**config.mk**
```make
export PLATFORM = sky130hd
export DESIGN_NAME = sev_seg_scan
export DESIGN_NICKNAME = d
export VERILOG_FILES = /design/src/rtl/sev_seg_scan.sv
export SDC_FILE = /design/constraint.sdc
export NUM_CORES = 1
export LEC_CHECK = 0
export CAP_MARGIN = 40
export CORE_MARGIN = 2
export CORE_UTILIZATION = 25
export CTS_CLUSTER_SIZE = 30
export DETAILED_ROUTE_END_ITERATION = 10
export PLACE_DENSITY = 0.47
export SYNTH_ARGS = -nofsm -noshare
export SYNTH_HDL_FRONTEND = slang
export SYNTH_SLANG_ARGS = --single-unit
```
**constraint.sdc**
```tcl
create_clock -name i_clk -period 3.6 [get_ports i_clk]
set_input_delay 0.54 -clock i_clk [delete_from_list [all_inputs] [get_ports i_clk]]
set_output_delay 0.54 -clock i_clk [all_outputs]
set_load 0.02 [all_outputs]
```
**src/rtl/sev_seg_scan.sv**
```systemverilog
// Time-multiplexed seven-segment digit scanner: double-buffered value, one-hot
// digit enables with dead time between digits and optional leading-zero blanking.

module sev_seg_scan_lane #(
    parameter bit p_lz_en  = 1'b1,
    parameter bit p_active = 1'b0
) (
    input  logic [3:0] i_nibble,
    input  logic       i_upper_zero,
    input  logic       i_sel,
    output logic       o_zero,
    output logic       o_blank,
    output logic       o_en
);
    // o_zero: this nibble and every more significant one are zero
    assign o_zero  = i_upper_zero && (i_nibble == 4'h0);
    assign o_blank = p_lz_en && o_zero;
    assign o_en    = (i_sel && !o_blank) ? p_active : !p_active;
endmodule

module sev_seg_scan #(
    parameter int p_digits         = 4,
    parameter int p_refresh_cycles = 50000,
    parameter int p_dead_cycles    = 16,
    parameter int p_active         = 0,
    parameter int p_lz_blank       = 1
) (
    input  logic                  i_clk,
    input  logic                  i_rst_n,
    input  logic [4*p_digits-1:0] i_value,
    input  logic                  i_valid,
    output logic                  o_ready,
    output logic [3:0]            o_char,
    output logic                  o_blank,
    output logic [p_digits-1:0]   o_digit_en,
    output logic                  o_frame
);
    localparam int CNT_MAX = (p_refresh_cycles > p_dead_cycles) ? p_refresh_cycles : p_dead_cycles;
    localparam int CW      = (CNT_MAX > 1) ? $clog2(CNT_MAX) : 1;
    localparam int IW      = (p_digits > 1) ? $clog2(p_digits) : 1;
    localparam logic [CW-1:0] REFRESH_LAST = CW'(p_refresh_cycles - 1);
    localparam logic [CW-1:0] DEAD_LAST    = CW'((p_dead_cycles > 0) ? p_dead_cycles - 1 : 0);
    localparam logic [IW-1:0] IDX_LAST     = IW'(p_digits - 1);
    localparam bit EN_ON  = (p_active != 0);
    localparam bit EN_OFF = !EN_ON;

    typedef enum logic {DEAD, SHOW} state_t;

    state_t                      state, state_nxt;
    logic [CW-1:0]               cnt, cnt_nxt;
    logic [IW-1:0]               idx, idx_nxt;
    logic                        wrap;
    logic [p_digits-1:0][3:0]    disp, disp_nxt, pend;
    logic                        pend_full, pend_full_nxt;
    logic                        accept;
    logic [p_digits:0]           zero_chain;
    logic [p_digits-1:0]         lane_sel, lane_blank, lane_en;
    logic [3:0]                  char_nxt;
    logic                        blank_nxt;

    assign accept = i_valid && o_ready;

    // state register
    always_ff @(posedge i_clk or negedge i_rst_n) begin
        if (!i_rst_n) begin
            state <= DEAD;
            cnt   <= '0;
            idx   <= '0;
        end else begin
            state <= state_nxt;
            cnt   <= cnt_nxt;
            idx   <= idx_nxt;
        end
    end

    // next-state logic
    always_comb begin
        state_nxt = state;
        cnt_nxt   = cnt + 1'b1;
        idx_nxt   = idx;
        wrap      = 1'b0;
        case (state)
            DEAD: begin
                if (p_dead_cycles == 0 || cnt == DEAD_LAST) begin
                    state_nxt = SHOW;
                    cnt_nxt   = '0;
                end
            end
            SHOW: begin
                if (cnt == REFRESH_LAST) begin
                    cnt_nxt   = '0;
                    state_nxt = (p_dead_cycles == 0) ? SHOW : DEAD;
                    if (idx == IDX_LAST) begin
                        idx_nxt = '0;
                        wrap    = 1'b1;
                    end else begin
                        idx_nxt = idx + 1'b1;
                    end
                end
            end
            default: state_nxt = DEAD;
        endcase
    end

    // Pending value moves to display only on a frame wrap, so no tearing.
    always_comb begin
        disp_nxt      = disp;
        pend_full_nxt = pend_full;
        if (wrap && pend_full) begin
            disp_nxt      = pend;
            pend_full_nxt = 1'b0;
        end
        if (accept)
            pend_full_nxt = 1'b1;
    end

    always_ff @(posedge i_clk or negedge i_rst_n) begin
        if (!i_rst_n) begin
            disp      <= '0;
            pend      <= '0;
            pend_full <= 1'b0;
            o_ready   <= 1'b1;
        end else begin
            disp      <= disp_nxt;
            pend_full <= pend_full_nxt;
            o_ready   <= !pend_full_nxt;
            if (accept)
                pend <= i_value;
        end
    end

    // Lanes see next-cycle display/index so registered outputs line up with state.
    assign zero_chain[p_digits] = 1'b1;

    genvar k;
    generate
        for (k = 0; k < p_digits; k++) begin : g_lane
            assign lane_sel[k] = (state_nxt == SHOW) && (idx_nxt == IW'(k));
            sev_seg_scan_lane #(
                .p_lz_en  ((p_lz_blank != 0) && (k > 0)),
                .p_active (EN_ON)
            ) u_lane (
                .i_nibble     (disp_nxt[k]),
                .i_upper_zero (zero_chain[k+1]),
                .i_sel        (lane_sel[k]),
                .o_zero       (zero_chain[k]),
                .o_blank      (lane_blank[k]),
                .o_en         (lane_en[k])
            );
        end
    endgenerate

    // output logic
    always_comb begin
        char_nxt  = o_char;
        blank_nxt = 1'b0;
        if (state_nxt == SHOW) begin
            char_nxt  = disp_nxt[idx_nxt];
            blank_nxt = lane_blank[idx_nxt];
        end
    end

    always_ff @(posedge i_clk or negedge i_rst_n) begin
        if (!i_rst_n) begin
            o_digit_en <= {p_digits{EN_OFF}};
            o_char     <= 4'h0;
            o_blank    <= 1'b0;
            o_frame    <= 1'b0;
        end else begin
            o_digit_en <= lane_en;
            o_char     <= char_nxt;
            o_blank    <= blank_nxt;
            o_frame    <= wrap;
        end
    end

endmodule

```
==> results.ini <==
[worst_setup_path]
endpoint_kind = flip-flop
reg2reg_from = cnt[0]$_DFF_PN0_
worstRegToRegCells = 8
worst_setup_path_start_kind = flip-flop
crit_required_ps = 3810
cp_cell_sequence = ha_1 > and3_1 > and3_1 > nand2_1 > a21oi_1 > inv_2 > nand2_1 > o221ai_1
worstReg2RegEnd = o_char[3]$_DFFE_PN0P_
cpPeakStageDelay_ps = 580
worst-r2r-setup-slack_ps = 990
worst_path_max_delay_cell = a21oi_1
arrival_ps = 2810
critical_path_class = flip-flop to flip-flop
crit_fanout = 7

[power_and_ir_drop]
power_density_nw_per_um2 = 410.3
p_leak_nw = 1.582
irDropWorstVdd_uv = 141.1

[drt]
drc = 0
vias = 1744
routed_via_density = 4.438
route.antenna.remaining_nets = 0
avgRoutedWirePerCell_um = 14.62
drt_pre_antenna_iters = 4
routed_wirelength_mm = 5.744
first_iter_violations = 45

[layout]
mostFrequentLayoutCells = dfrtp_1 (58), mux2_2 (30), clkdlybuf4s50_1 (28), nand2_1 (15), nor2_1 (11)
nets = 269
post-route-util = 0.3131
drive_above_1_share = 0.2490
nFillCells = 1129
syn_to_final_growth_pct = 22.70
diodes = 0
layout_commonest_cell = dfrtp_1
final_cells = 393

[synthesis]
synthSimpleGateAreaFrac = 0.1493
yosysSeqAreaShare = 0.5721
postSynthAreaPerCell_um2 = 13.05
syn_nets = 233
synth_fa_ha_area_frac = 0.009046
synth_area_um2 = 2766
muxShareOfSynthArea = 0.1782
syn-instance-count = 212
synth_xor_area_frac = 0.04432
ys_ff_latch = 63
yosysUniqueCellTypes = 37
synth_top_family_by_area = multiplexers
yosysWarnings = 0
synth_compound_area_frac = 0.02533

[place]
dp.cells = 377
port_buffers = 29
gp_congestion = 0.7356
dp_hpwl_mm = 4.003

[floorplan]
die-area_um2 = 11920
boundaryPins = 30
rows = 38
die_w_um = 109.2
initial_core_util = 0.2552
dieHeight_um = 109.2
core-area_um2 = 10840

[sta]
setup-tns-final_ps = 0
finalSetupViolations = 0
drv_slew = 0
clock_skew_ps = 11.88
fin_crit_sh = 0.7237
hold_slack_ps = 367.2
period_needed_ps = 2605
fmax_mhz = 383.8
rsz0062_at_grt = no
hold_viol = 0
tightest_slew_ps = 802.0
slew_headroom = 0.4653

[clock_tree]
htreeDepth = 3
clockBufferDepth = 2
clock_sinks = 63
cts_tree = yes
clk_latency_ps = 340
cts_hold_buffers = 0
cts-root-buf = clkbuf_8
cts_setup_buffers = 0
clkSlewWorstSetupHoldPaths_ps = 70
cts_inserted_buffers = 9
cts_resized = 0

[flow_run]
max_cap_viol_count = 0

[global_route]
track_usage = 0.1071
grt_max_degree = 64
antenna_found_initial = 0
gr-total-overflow = 0
grt_pass1_vias = 1896
grt_first_pass_wirelength_mm = 9.501

[hold_path]
hp-class = input pin to async pin

[outcome]
status = finished clean

[cells by family (layout without fill, tap and decap cells)]
logic type / count (synthesis) / in the layout
simple gates: 71 / 71
flops: 63 / 63
mux: 43 / 43
xor+xnor: 14 / 14
compound gates: 10 / 10
buf+inv: 9 / 50
fa+ha+maj: 2 / 2
[worst max-delay path: cells and delay by family (launching register included)]
kind / cells / cell delay [ps]
simple gates: 4 / 1020
compound gates: 2 / 740
flops: 1 / 380
fa+ha+maj: 1 / 180
buf+inv: 1 / 150
[registers in the layout, summed over array words and instances (netlist names)]
register    flops
o_digit_en      4
cnt            16
pend_full       1
idx             2
disp           16
o_blank         1
state           1
o_char          4
pend           16
o_frame         1
o_ready         1
[worst max-delay path by stage]
stage,start,to,slack (ps)
global route,cnt[0]$_DFF_PN0_,o_char[2]$_DFFE_PN0P_,760
finish,cnt[0]$_DFF_PN0_,o_char[3]$_DFFE_PN0P_,990
global placement,cnt[0]$_DFF_PN0_,o_char[3]$_DFFE_PN0P_,1040
floorplan,cnt[0]$_DFF_PN0_,o_char[3]$_DFFE_PN0P_,1440
detailed placement,cnt[0]$_DFF_PN0_,o_char[3]$_DFFE_PN0P_,970
CTS,cnt[0]$_DFF_PN0_,o_char[3]$_DFFE_PN0P_,950
[per-layer routing]
layer  global-route usage  part of all wire
met1               0.1292              0.45
met2               0.1770              0.51
met3              0.03766             0.035
met4              0.03797            0.0038
met5                    0                 0
[cell usage after synthesis, drive strengths merged]
cell type / n / area, um^2
a22oi: 2 / 15.01
nand4: 4 / 40.04
nor4: 8 / 56.30
nand2: 15 / 56.30
clkbuf: 1 / 3.750
a21oi: 1 / 5.000
nand4b: 1 / 8.760
xor2: 9 / 78.83
xnor2: 5 / 43.79
mux2: 35 / 412.9
inv: 4 / 15.01
dfrtp: 58 / 1451
o21ai: 3 / 15.01
nand3: 11 / 67.57
and3: 10 / 65.06
nand2b: 2 / 12.51
and2: 3 / 21.27
mux2i: 8 / 80.08
dfstp: 5 / 131.4
o221ai: 4 / 35.03
nor2: 11 / 41.29
or3: 2 / 12.51
buf: 4 / 41.29
nor3: 1 / 5.000
and4: 2 / 18.77
ha: 2 / 25.02
or4: 1 / 7.510
[report_power, final]
group,total (W),switching [W],internal [W]
Combinational,0.0000328,0.0000157,0.0000171
Sequential,0.000708,0,0.000708
Clock,0.000652,0.000264,0.000388
[layout make-up]
cell class / instances / area (um^2) / share of cell area
multi-input combinational: 140 / 1124 / 0.3310
clock inverter: 4 / 70.07 / 0.02064
timing repair buffer: 30 / 292.8 / 0.08625
sequential: 63 / 1583 / 0.4663
tap: 140 / 175.2 / 0.05160
inverter: 4 / 15.01 / 0.004423
clock buffer: 12 / 135.1 / 0.03981
[stage by stage]
step	total power [W]	worst slack, ps	cell area (um^2)
floorplan	0.0007215	1443	2766
global placement	0.0007562	1035	3189
detailed placement	0.0007558	967.5	3189
CTS	0.001419	954.4	3395
global route	0.001451	764.1	3395
finish	0.001393	994.7	3395
Note: power is estimated with default switching activity, not from simulation.
